## config.mk

```make
export PLATFORM = sky130hd
export DESIGN_NAME = sd_cpu_reg_bridge
export DESIGN_NICKNAME = d
export VERILOG_FILES = /design/src/rtl/sd_reg_pkg.sv /design/src/rtl/sd_reg_addr_decode.sv /design/src/rtl/sd_cpu_reg_bridge.sv
export SDC_FILE = /design/constraint.sdc
export NUM_CORES = 1
export LEC_CHECK = 0
export BUFFER_PORTS_ARGS = -buffer_cell sky130_fd_sc_hd__buf_2
export CELL_PAD_IN_SITES_DETAIL_PLACEMENT = 1
export CELL_PAD_IN_SITES_GLOBAL_PLACEMENT = 1
export CORE_AREA = 2 2 466 468
export DETAILED_ROUTE_END_ITERATION = 12
export DIE_AREA = 0 0 468 470
export HOLD_SLACK_MARGIN = 0.1
export MAX_ROUTING_LAYER = met4
export PLACE_DENSITY = 0.31
export SLEW_MARGIN = 5
export SYNTH_ARGS = -nofsm -noshare
export SYNTH_HDL_FRONTEND = slang
export SYNTH_SLANG_ARGS = --single-unit
```

## constraint.sdc

```tcl
create_clock -name clk -period 2.8 [get_ports clk]
set_input_delay 0.28 -clock clk [delete_from_list [all_inputs] [get_ports clk]]
set_output_delay 0.28 -clock clk [all_outputs]
set_load 0.02 [all_outputs]
```

## src/rtl/sd_reg_pkg.sv

```systemverilog
// Shared types and SD host register map constants for the CPU register bridge.
// Slot numbers are derived from the byte offsets for a 32-bit register window.
package sd_reg_pkg;

    typedef enum logic [1:0] {
        ST_IDLE = 2'b00,
        ST_EXEC = 2'b01,
        ST_RESP = 2'b10
    } sd_state_e;

    localparam logic [11:0] SD_OFF_BLK_SIZE      = 12'h004;
    localparam logic [11:0] SD_OFF_BLK_COUNT     = 12'h006;
    localparam logic [11:0] SD_OFF_ARG_LO        = 12'h008;
    localparam logic [11:0] SD_OFF_ARG_HI        = 12'h00A;
    localparam logic [11:0] SD_OFF_XFER_MODE     = 12'h00C;
    localparam logic [11:0] SD_OFF_COMMAND       = 12'h00E;
    localparam logic [11:0] SD_OFF_RESP0         = 12'h010;
    localparam logic [11:0] SD_OFF_RESP1         = 12'h012;
    localparam logic [11:0] SD_OFF_PRESENT_STATE = 12'h024;
    localparam logic [11:0] SD_OFF_BLK_GAP_CTRL  = 12'h02A;
    localparam logic [11:0] SD_OFF_NORM_INT_STAT = 12'h030;
    localparam logic [11:0] SD_OFF_ERR_INT_STAT  = 12'h032;
    localparam logic [11:0] SD_OFF_ADMA_ERR_STAT = 12'h054;

    function automatic int sd_slot_of(input logic [11:0] off, input int data_w);
        return int'(off) / (data_w / 8);
    endfunction

    // Present-state and normal-interrupt-status slots are never CPU-writable.
    localparam logic [31:0] SD_RO_MASK_DEFAULT =
        (32'd1 << sd_slot_of(SD_OFF_PRESENT_STATE, 32)) |
        (32'd1 << sd_slot_of(SD_OFF_NORM_INT_STAT, 32));

endpackage

```

## src/rtl/sd_reg_addr_decode.sv

```systemverilog
// Combinational byte-address to register-slot decode for the SD register window.
// Misaligned and out-of-window addresses are reported as not mapped.
module sd_reg_addr_decode
    import sd_reg_pkg::*;
#(
    parameter int                  ADDR_W    = 12,
    parameter int                  DATA_W    = 32,
    parameter int                  NUM_REGS  = 32,
    parameter int                  IDX_W     = 5,
    parameter logic [ADDR_W-1:0]   BASE_ADDR = '0,
    parameter logic [NUM_REGS-1:0] RO_MASK   = '0
) (
    input  logic [ADDR_W-1:0] addr,
    output logic [IDX_W-1:0]  idx,
    output logic              mapped,
    output logic              misaligned,
    output logic              ro
);
    localparam int                BYTE_SHIFT = $clog2(DATA_W / 8);
    localparam logic [ADDR_W:0]   NUM_REGS_L = (ADDR_W + 1)'(NUM_REGS);

    logic [ADDR_W-1:0] off_s;
    logic [ADDR_W-1:0] word_s;
    logic              below_s;
    logic              in_range_s;

    assign below_s    = (addr < BASE_ADDR);
    assign off_s      = addr - BASE_ADDR;
    assign word_s     = off_s >> BYTE_SHIFT;
    // Range test uses the full word index so out-of-window addresses never alias.
    assign in_range_s = ({1'b0, word_s} < NUM_REGS_L);
    assign misaligned = |off_s[BYTE_SHIFT-1:0];
    assign mapped     = !below_s && in_range_s && !misaligned;
    assign idx        = word_s[IDX_W-1:0];
    assign ro         = mapped && RO_MASK[idx];

endmodule

```

## src/rtl/sd_cpu_reg_bridge.sv

```systemverilog
// CPU-to-register-file bridge: decodes req/ack accesses into one-cycle register
// write/read pulses and returns read data with an error status.
module sd_cpu_reg_bridge
    import sd_reg_pkg::*;
#(
    parameter int                  DATA_W    = 32,
    parameter int                  ADDR_W    = 12,
    parameter int                  NUM_REGS  = 32,
    parameter logic [ADDR_W-1:0]   BASE_ADDR = '0,
    parameter logic [NUM_REGS-1:0] RO_MASK   = '0
) (
    input  logic                       clk,
    input  logic                       rst_n,
    input  logic                       cpu_req,
    input  logic                       cpu_wr,
    input  logic [ADDR_W-1:0]          cpu_addr,
    input  logic [DATA_W-1:0]          cpu_wr_data,
    input  logic [DATA_W/8-1:0]        cpu_be,
    output logic [DATA_W-1:0]          cpu_rd_data,
    output logic                       cpu_ack,
    output logic                       cpu_err,
    output logic [NUM_REGS-1:0]        reg_wr_en,
    output logic [DATA_W/8-1:0]        reg_be,
    output logic [DATA_W-1:0]          reg_wr_data,
    output logic [NUM_REGS-1:0]        reg_rd_strobe,
    input  logic [NUM_REGS*DATA_W-1:0] reg_rd_data
);
    localparam int                  IDX_W   = (NUM_REGS > 1) ? $clog2(NUM_REGS) : 1;
    localparam logic [NUM_REGS-1:0] SLOT0_L = NUM_REGS'(1'b1);

    sd_state_e         state_r;
    logic              is_wr_r;
    logic              err_r;
    logic              mapped_r;
    logic [IDX_W-1:0]  idx_r;

    logic [IDX_W-1:0]    dec_idx_s;
    logic                dec_mapped_s;
    logic                dec_misaligned_s;
    logic                dec_ro_s;
    logic                bad_addr_s;
    logic [NUM_REGS-1:0] dec_onehot_s;

    sd_reg_addr_decode #(
        .ADDR_W    (ADDR_W),
        .DATA_W    (DATA_W),
        .NUM_REGS  (NUM_REGS),
        .IDX_W     (IDX_W),
        .BASE_ADDR (BASE_ADDR),
        .RO_MASK   (RO_MASK)
    ) u_decode (
        .addr       (cpu_addr),
        .idx        (dec_idx_s),
        .mapped     (dec_mapped_s),
        .misaligned (dec_misaligned_s),
        .ro         (dec_ro_s)
    );

    assign bad_addr_s   = !dec_mapped_s || dec_misaligned_s;
    assign dec_onehot_s = SLOT0_L << dec_idx_s;

    // Handshake FSM; the decode of the live address is registered at accept so the
    // register pulse lands in the EXEC cycle and ack follows two edges after accept.
    always_ff @(posedge clk or negedge rst_n) begin
        if (!rst_n) begin
            state_r       <= ST_IDLE;
            is_wr_r       <= 1'b0;
            err_r         <= 1'b0;
            mapped_r      <= 1'b0;
            idx_r         <= '0;
            cpu_ack       <= 1'b0;
            cpu_err       <= 1'b0;
            cpu_rd_data   <= '0;
            reg_wr_en     <= '0;
            reg_be        <= '0;
            reg_wr_data   <= '0;
            reg_rd_strobe <= '0;
        end else begin
            case (state_r)
                ST_IDLE: begin
                    reg_wr_en     <= '0;
                    reg_rd_strobe <= '0;
                    if (cpu_req) begin
                        state_r     <= ST_EXEC;
                        is_wr_r     <= cpu_wr;
                        idx_r       <= dec_idx_s;
                        mapped_r    <= !bad_addr_s;
                        reg_be      <= cpu_be;
                        reg_wr_data <= cpu_wr_data;
                        if (cpu_wr) begin
                            err_r     <= bad_addr_s || dec_ro_s;
                            reg_wr_en <= (!bad_addr_s && !dec_ro_s && (cpu_be != '0))
                                         ? dec_onehot_s : '0;
                        end else begin
                            err_r         <= bad_addr_s;
                            reg_rd_strobe <= bad_addr_s ? '0 : dec_onehot_s;
                        end
                    end else begin
                        state_r <= ST_IDLE;
                    end
                end
                ST_EXEC: begin
                    reg_wr_en     <= '0;
                    reg_rd_strobe <= '0;
                    state_r       <= ST_RESP;
                    if (!is_wr_r) begin
                        cpu_rd_data <= mapped_r ? reg_rd_data[int'(idx_r)*DATA_W +: DATA_W] : '0;
                    end
                end
                ST_RESP: begin
                    // First RESP cycle always raises ack, so a request dropped early still sees one ack.
                    if (!cpu_ack) begin
                        cpu_ack <= 1'b1;
                        cpu_err <= err_r;
                        state_r <= ST_RESP;
                    end else if (!cpu_req) begin
                        cpu_ack <= 1'b0;
                        cpu_err <= 1'b0;
                        state_r <= ST_IDLE;
                    end else begin
                        state_r <= ST_RESP;
                    end
                end
                default: begin
                    state_r       <= ST_IDLE;
                    cpu_ack       <= 1'b0;
                    cpu_err       <= 1'b0;
                    reg_wr_en     <= '0;
                    reg_rd_strobe <= '0;
                end
            endcase
        end
    end

endmodule

```

-- Yosys cells after proc, flatten, opt, wreduce, memory -nomap -nowiden
Memories as Yosys holds them, arrays and structs flattened.
Index checks and enable logic that the tools add are counted.
- flip-flop bits (word level): 144
- ROM bits: 32
- bits of input ports: 1076
- output and inout port bits: 134
- memories kept: 1
- memory list (name ; depth ; width ; rd ports ; clocked after memory_dff ; wr ports ; line ; RTL):
    (name not given) ; 32 ; 1 ; 1 ; 0 ; 0 ; sd_reg_addr_decode.sv:35 ; assign ro = mapped && RO_MASK[idx];
- $lt $le $gt $ge: 3
- equal/unequal tests: 3
- shift operators: 2
- muxes and demuxes: 21
- bitwise gates (word level): 2
- reductions and logical operators: 19
- operators by type and width (kind ; count):
    $shiftx A1024 B11 Y32 ; 1
    $mux W32 ; 7
    $pmux W32 S2 ; 2
    $shl A1 B5 Y32 const A ; 1
    $lt A12 B1 Y1 const B ; 1
    $lt A10 B6 Y1 const B ; 1
    $mux W1 ; 7
    $lt A5 B6 Y1 const B ; 1
    $pmux W2 S3 ; 1
    $reduce_and A2 Y1 ; 3
    $logic_and A1 B1 Y1 ; 5
    $logic_not A1 Y1 ; 5
    $mux W2 ; 2
    $pmux W1 S2 ; 2
    $reduce_bool A4 Y1 ; 1
    $reduce_or A2 Y1 ; 2
    $ne A3 B3 Y1 const B ; 1
    $eq A2 B1 Y1 const B ; 1
    $eq A2 B2 Y1 const B ; 1
    $logic_not A2 Y1 ; 1
    $logic_or A1 B1 Y1 ; 2
    $not A1 Y1 ; 2

-- Depth between registers and ports, before layout
Gate-level depths: netlist (run 1).
- depth in word-level cells: 13
- depth in mapped cells: 10

-- Cells and area by module
A second synthesis (run 1) with hierarchy kept.
- cell total of the unflattened synthesis: 1275
- area, all modules: 14071.0 µm²
- by module, submodules not included (module ; times used ; cells each ; area an instance (µm²) ; seq. area each (µm²)):
    sd_cpu_reg_bridge ; 1 ; 1265 ; 13998.4 ; 3603.5
    sd_reg_addr_decode ; 1 ; 10 ; 72.6 ; 0.0

-- Worst setup path before layout (run 1)
Ideal clock, no wire load.
- path kind: flip-flop to flip-flop
- start: register idx_r[1]
- end: register cpu_rd_data[27]
- library setup time: 121 ps
- arrival: 1867 ps
- path slack: 812 ps
- stages on the path, launching flop included: 9
- path buffers: 3
- clock period less this slack: 1988 ps
- cells stage by stage: dfrtp_1 -> buf_2 -> buf_2 -> clkbuf_1 -> mux4_2 -> mux2_2 -> nand2_1 -> nand3_1 -> a22o_1
- cells in the longest elaborated chain, start to end: 2
- RTL lines (element ; line ; RTL):
    start: declaration ; sd_cpu_reg_bridge.sv:35 ; logic [IDX_W-1:0] idx_r;
    start signal: assignment ; sd_cpu_reg_bridge.sv:86 ; idx_r <= dec_idx_s;
    $shiftx A1024 B11 Y32 ; sd_cpu_reg_bridge.sv:107 ; cpu_rd_data <= mapped_r ? reg_rd_data[int'(idx_r)*DATA_W +: DATA_W] : '0;
    $mux W32 ; sd_cpu_reg_bridge.sv:107 ;
    end signal: assignment ; sd_cpu_reg_bridge.sv:107 ;
    end: declaration ; sd_cpu_reg_bridge.sv:19 ; output logic [DATA_W-1:0] cpu_rd_data,
No other way between the ends.
A chain may end at the register's enable or synchronous reset.

-- Final worst setup path (run 1)
- start: register idx_r[0]
- end: register cpu_rd_data[5]
Same word-level chain as after synthesis.

==> metrics.csv, run 1 <==
metric;value;unit
status;finished clean;
synth_edf_count;0;
ys_warn_count;0;
final.min_clock_period;2.69;ns
timing.rr.start;idx_r[0]$_DFFE_PN0P_;
grt_pass1_vias;19214;
grt_first_pass_wirelength;191;mm
synth_nets;2366;
initial_core_util;0.0648;
synthTopCellsByArea;dfrtp_1 26%, mux4_2 21%, mux2i_1 19%, mux2_2 6.0%, a22oi_1 3.8%;
dp_slack;-0.267;ns
grt_max_degree;61;
worstSetupPathType;reg -> reg;
cp_cell_sequence;buf_12 > buf_16 > buf_4 > mux2i_2 > a22oi_1 > a21oi_4 > o41ai_1;
cts_made_buffers;17;
startpoint_type;register;
skew;0.0311;ns
p_leak;11.7;nW
port-buffer-count;1209;
min_to;reg_wr_en[19]$_DFFE_PN0N_;
r2r-end;cpu_rd_data[5]$_DFFE_PN0P_;
yosysTopAreaCell;dfrtp_1;
yosys.cell_types.count;36;
totalPowerFinal;22.9;mW
regArea;3620;sq um
dp_cells;5349;
synth_flop_cell;dfrtp_1;
htree_levels;4;
row_count;171;
via_per_inst;3.23;
num_vias;17625;
antenna_left;0;
setup_viol;0;
final_cell_mix;1208 x buf_2, 256 x mux2i_1, 139 x dfrtp_1;
dieArea;220000;sq um
crit_slowest_cell;dfrtp_4;
netlist_instances;1290;
slew_headroom;0.463;
critPathCaptureType;register;
clk-insertion-delay-late;0.54;ns
hp-class;in -> reg;
hold_viol;0;
multi_input_area;9740;sq um
arrival;3.08;ns
grt_use_total;0.136;
startpoint;idx_r[0]$_DFFE_PN0P_;
max_stage_delay;0.56;ns
drive_above_1_share;0.629;
ios;1210;
cp_max_fo;35;
die_w;468;um
design_area;25500;sq um
clk_pin_slew;0.12;ns
place_area;24200;sq um
cts-root-buf;clkbuf_16;
hpwl;130;mm
hold_depth;3;
vdd_drop_max;0.465;mV
final_cells;5465;
cap_viol_max_count;0;
max_slew.worst_pin.slew;0.805;ns
drtIter0Drc;824;
synth_top_area_share;0.258;
mostFrequentLayoutCell;buf_2;
antenna_found_initial;101;
place.gp.congestion;0.878;
core_area;216000;sq um
grt_overflow;0;
rsz0062_at_grt;false;
period_share;0.961;
cts_sinks;144;
drt_pass1_iterations;5;
synth_area;14000;sq um
r2r_cells;7;
areaGrowthSynthToFinish;82.4;%
power_density;900;nW/um^2
min_from;cpu_addr[3];
yosys_register_bits;144;
wire_per_inst;27.6;um
tritoncts;yes;
wl;151;mm
max_freq;372;MHz
syn_avg_cell_area;10.8;sq um
ys_async_sr_fraction;1.00;
nNetsFinal;3633;
cts_buffer_depth;2;
fp.dieH;470;um
num-fill-cells;25667;
synth-seq-area-share;0.258;
report.final.slew_viol_count;0;
drc;0;
whs;0.191;ns
worst_slack;0.109;ns
worstPathRequired;3.19;ns
reg2reg_slack;0.11;ns
==> Yosys cell counts, types with 2 or more instances <==
| cell type | n |
|---|---|
| nor2_1 | 5 |
| a22o_1 | 34 |
| a21oi_1 | 84 |
| nand2b_1 | 3 |
| nor2b_1 | 34 |
| mux4_2 | 128 |
| buf_4 | 18 |
| buf_1 | 9 |
| nand2_1 | 127 |
| mux2i_1 | 262 |
| buf_6 | 24 |
| a221oi_1 | 32 |
| o21ai_0 | 59 |
| or3_1 | 3 |
| buf_2 | 17 |
| clkbuf_1 | 65 |
| a22oi_1 | 70 |
| dfrtp_1 | 144 |
| nor3_1 | 2 |
| mux2_2 | 74 |
| nand3_1 | 25 |
| buf_12 | 2 |
| inv_1 | 5 |
| o41ai_1 | 27 |
| a211oi_1 | 26 |
==> routing by layer <==
| layer | global-route usage | vias to the layer above | part of all wire |
|---|---|---|---|
| met2 | 0.231 | 983 | 0.49 |
| li1 | - | 7713 | - |
| met1 | 0.162 | 8812 | 0.42 |
| met5 | - | - | 0 |
| met4 | 0.0262 | 0 | 0.012 |
| met3 | 0.0339 | 117 | 0.072 |
==> final cells by class <==
| cell class | count | area share |
|---|---|---|
| multi-input cells | 1005 | 0.382 |
| repair buffers | 1384 | 0.309 |
| flip-flops and latches | 144 | 0.142 |
| well taps | 2854 | 0.140 |
| clock buffers | 19 | 0.0174 |
| clock inverters | 13 | 0.00486 |
| diodes | 41 | 0.00402 |
| inverters | 5 | 0.000736 |
==> cells by family after synthesis <==
family	count (synthesis)	share of synthesized area
mux	464	0.453
compound gates	335	0.162
flops	144	0.258
simple gates	206	0.0667
buf+inv	141	0.0597
==> per-stage QoR <==
stage | util | TNS, ns
3_5_place_dp | 0.112 | -1.51
4_1_cts | 0.117 | 0
2_1_floorplan | - | 0
5_1_grt | 0.118 | 0
3_3_place_gp | 0.112 | -1.49
6_report | 0.118 | 0
==> registers in the layout, indices dropped and copies added, names as in the netlist <==
signal / cells
mapped_r: 1
reg_rd_strobe: 32
is_wr_r: 1
idx_r: 5
err_r: 1
reg_wr_en: 32
state_r: 2
cpu_rd_data: 32
cpu_err: 1
reg_be: 4
cpu_ack: 1
reg_wr_data: 32
==> worst max-delay path: cells and delay by family (launching register included) <==
kind                   cells  cell delay (ns)
AOI/OAI and AO/OA          3             0.64
buffers and inverters      3             0.79
DFF                        1             0.56
muxes                      1             0.45
==> repair_timing <==
| item | CTS | global route |
|---|---|---|
| hold endpoints to repair | 83 | 0 |
| gates resized for setup | 20 | 7 |
| pin swaps | 1 | 2 |
| hold buffers | 40 | 0 |
| setup endpoints to repair | 14 | 8 |
| setup buffers | 0 | 1 |
| cloned | 0 | 2 |
==> report_power, final <==
part	leakage (nW)	switching, mW	internal, mW
registers	1.89	0.547	2.59
logic	9.49	9.85	7.28
clock network	0.277	1.42	1.27
==> worst max-delay path by stage <==
| stage | slack, ns | to |
|---|---|---|
| floorplan | 0.81 | cpu_rd_data[27]$_DFFE_PN0P_ |
| global placement | -0.28 | cpu_rd_data[5]$_DFFE_PN0P_ |
| detailed placement | -0.27 | cpu_rd_data[6]$_DFFE_PN0P_ |
| CTS | 0.001 | cpu_rd_data[4]$_DFFE_PN0P_ |
| global route | 0.02 | cpu_rd_data[30]$_DFFE_PN0P_ |
| finish | 0.11 | cpu_rd_data[5]$_DFFE_PN0P_ |
Power figures use the tool's default switching activity.
==> run 2: changes to the inputs <==
ABC_AREA = 1   (was not set)
CORE_AREA = 2 2 471 473   (was 2 2 466 468)
DIE_AREA = 0 0 473 475   (was 0 0 468 470)
PLACE_DENSITY = 0.34   (was 0.31)
==> run 2 against run 1 <==
  * First-iteration DRC count increased by 81%
  * Sequential share of layout area down 0.69 points
  * Routed wire length up 26%
  * Sequential cell count stayed put
  * Global-route usage increased by 3.1 points
  * Synthesized cell count rose by 130%
  * Register-to-register slack better by 0.02 ns
  * Fmax is 0.73% higher
  * Critical path depth grew 3
==> metrics.csv, run 2 <==
metric;value;unit
grt_use_total;0.166;
period_share;0.954;
drc;0;
die_w;473;um
synth_nets;4006;
startpoint_type;register;
wl;190;mm
worstPathRequired;3.23;ns
skew;0.0194;ns
synth_edf_count;0;
mostFrequentLayoutCell;nand2_1;
wire_per_inst;27.1;um
netlist_instances;2930;
dieArea;225000;sq um
slew_headroom;0.442;
ys_async_sr_fraction;1.00;
areaGrowthSynthToFinish;69.6;%
final_cell_mix;1525 x nand2_1, 1208 x buf_2, 870 x nand3_1;
final_util;0.122;
final.min_clock_period;2.67;ns
synth.most_common_cell;nand2_1;
row_count;172;
multi_input_area;10800;sq um
regArea;3620;sq um
rsz0062_at_grt;false;
synth_area;15800;sq um
port-buffer-count;1209;
max_slew.worst_pin.slew;0.833;ns
hp-class;in -> reg;
grt_overflow;0;
max_freq;374;MHz
grt_use_met3;0.0384;
num-fill-cells;27305;
synth_flop_cell;dfrtp_1;
clk_pin_slew;0.08;ns
via_per_inst;3.59;
hpwl;162;mm
grt.busiest_layer;met2;
cap_viol_max_count;0;
synth_common_cells;1526 x nand2_1, 874 x nand3_1, 144 x dfrtp_1, 136 x buf_2, 72 x o21ai_0;
met2_usage;0.288;
grt_pass1_vias;27042;
critPathCaptureType;register;
synth-seq-area-share;0.228;
cts_buffer_depth;2;
grt_max_degree;81;
cts_sinks;144;
clk-insertion-delay-late;0.49;ns
p_leak;13.7;nW
met1_usage;0.197;
power_density;1000;nW/um^2
ys_warn_count;0;
drtIter0Drc;1490;
nNetsFinal;5152;
num_vias;25187;
initial_core_util;0.0721;
vdd_drop_max;0.490;mV
place.gp.congestion;0.898;
cp_max_fo;80;
syn_avg_cell_area;5.39;sq um
status;finished clean;
ios;1210;
setup_viol;0;
report.final.slew_viol_count;0;
antenna_found_initial;105;
synth_top_area_share;0.363;
whs;0.187;ns
drive_above_1_share;0.340;
arrival;3.10;ns
hold_viol;0;
yosys_register_bits;144;
yosys.cell_types.count;21;
synthTopCellsByArea;nand2_1 36%, nand3_1 28%, dfrtp_1 23%, buf_2 4.3%, o21ai_0 2.3%;
antenna_left;0;
drt_pass1_iterations;5;
worstSetupPathType;reg -> reg;
totalPowerFinal;26.8;mW
core_area;219000;sq um
yosysTopAreaCell;nand2_1;
cts-root-buf;clkbuf_16;
grt_first_pass_wirelength;247;mm
tritoncts;yes;
htree_levels;4;
cts_made_buffers;17;
fp.dieH;475;um
[run 2: cell type report]
type	instances	share of cell area
multi-input cells	2517	0.402
inverters	15	0.00374
clock inverters	13	0.00486
flip-flops and latches	144	0.135
diodes	58	0.00542
repair buffers	1380	0.299
well taps	2871	0.134
clock buffers	19	0.0162
repair inverters	1	0.000420
[run 2: worst paths after layout]
| kind | startpoint | end | slack, ns | cells after the start |
|---|---|---|---|---|
| max in group asynchronous | rst_n | cpu_rd_data[9]$_DFFE_PN0P_ | 1.75 | 3 |
| setup reg to reg | idx_r[0]$_DFFE_PN0P_ | cpu_rd_data[16]$_DFFE_PN0P_ | 0.13 | 10 |
| hold reg to reg | reg_wr_en[2]$_DFFE_PN0N_ | reg_wr_en[2]$_DFFE_PN0N_ | 0.48 | 2 |
| min in group asynchronous | rst_n | reg_be[3]$_DFFE_PN0P_ | 0.31 | 2 |
| hold / removal | cpu_addr[3] | idx_r[1]$_DFFE_PN0P_ | 0.19 | 3 |
| setup / recovery | idx_r[0]$_DFFE_PN0P_ | cpu_rd_data[16]$_DFFE_PN0P_ | 0.13 | 10 |
[run 2: repair_timing]
action                                  CTS  global route
gates cloned                              0             1
setup buffers                             0             2
endpoints found under the hold margin    78             0
endpoints found under the setup margin    6             7
gates resized for setup                   3             1
hold buffers                             39             0
[run 2: cells by family after synthesis]
kind of cell / Yosys count / synth area share
buffers and inverters: 269 / 0.0936
AO/OA/AOI/OAI: 76 / 0.0246
AND/OR/NAND/NOR: 2441 / 0.654
flip-flops: 144 / 0.228
[run 2: metrics by stage]
| step | instances | cell area (sq um) | worst slack, ns | TNS, ns |
|---|---|---|---|---|
| floorplan | 2930 | 15800 | 1.39 | 0 |
| global placement | 6887 | 25600 | -0.259 | -0.500 |
| detailed placement | 6887 | 25600 | -0.219 | -0.279 |
| CTS | 6957 | 26600 | 0.0243 | 0 |
| global route | 7006 | 26800 | 0.00100 | 0 |
| finish | 7018 | 26800 | 0.129 | 0 |
[run 2: worst max-delay path: stages, from the launching register on]
cell,delay [ns]
dfrtp_4,0.54
buf_16,0.36
buf_12,0.30
nand2_1,0.13
nand3_1,0.10
nand3_1,0.07
nand2_1,0.24
nand2_1,0.25
nand3_1,0.28
nand3_1,0.11
nand2_1,0.08
[run 2: per-layer routing]
| layer | share of wire | vias up |
|---|---|---|
| met3 | 0.064 | 116 |
| li1 | - | 11940 |
| met5 | 0 | - |
| met1 | 0.42 | 12096 |
| met2 | 0.50 | 1035 |
| met4 | 0.016 | 0 |
[run 2: power by group]
part	leakage [nW]	switching, mW	internal, mW	total [mW]
Sequential	1.93	0.389	2.47	2.86
Combinational	11.5	15.5	6.05	21.6
Clock	0.276	1.17	1.24	2.41
Total	13.7	17.1	9.76	26.8
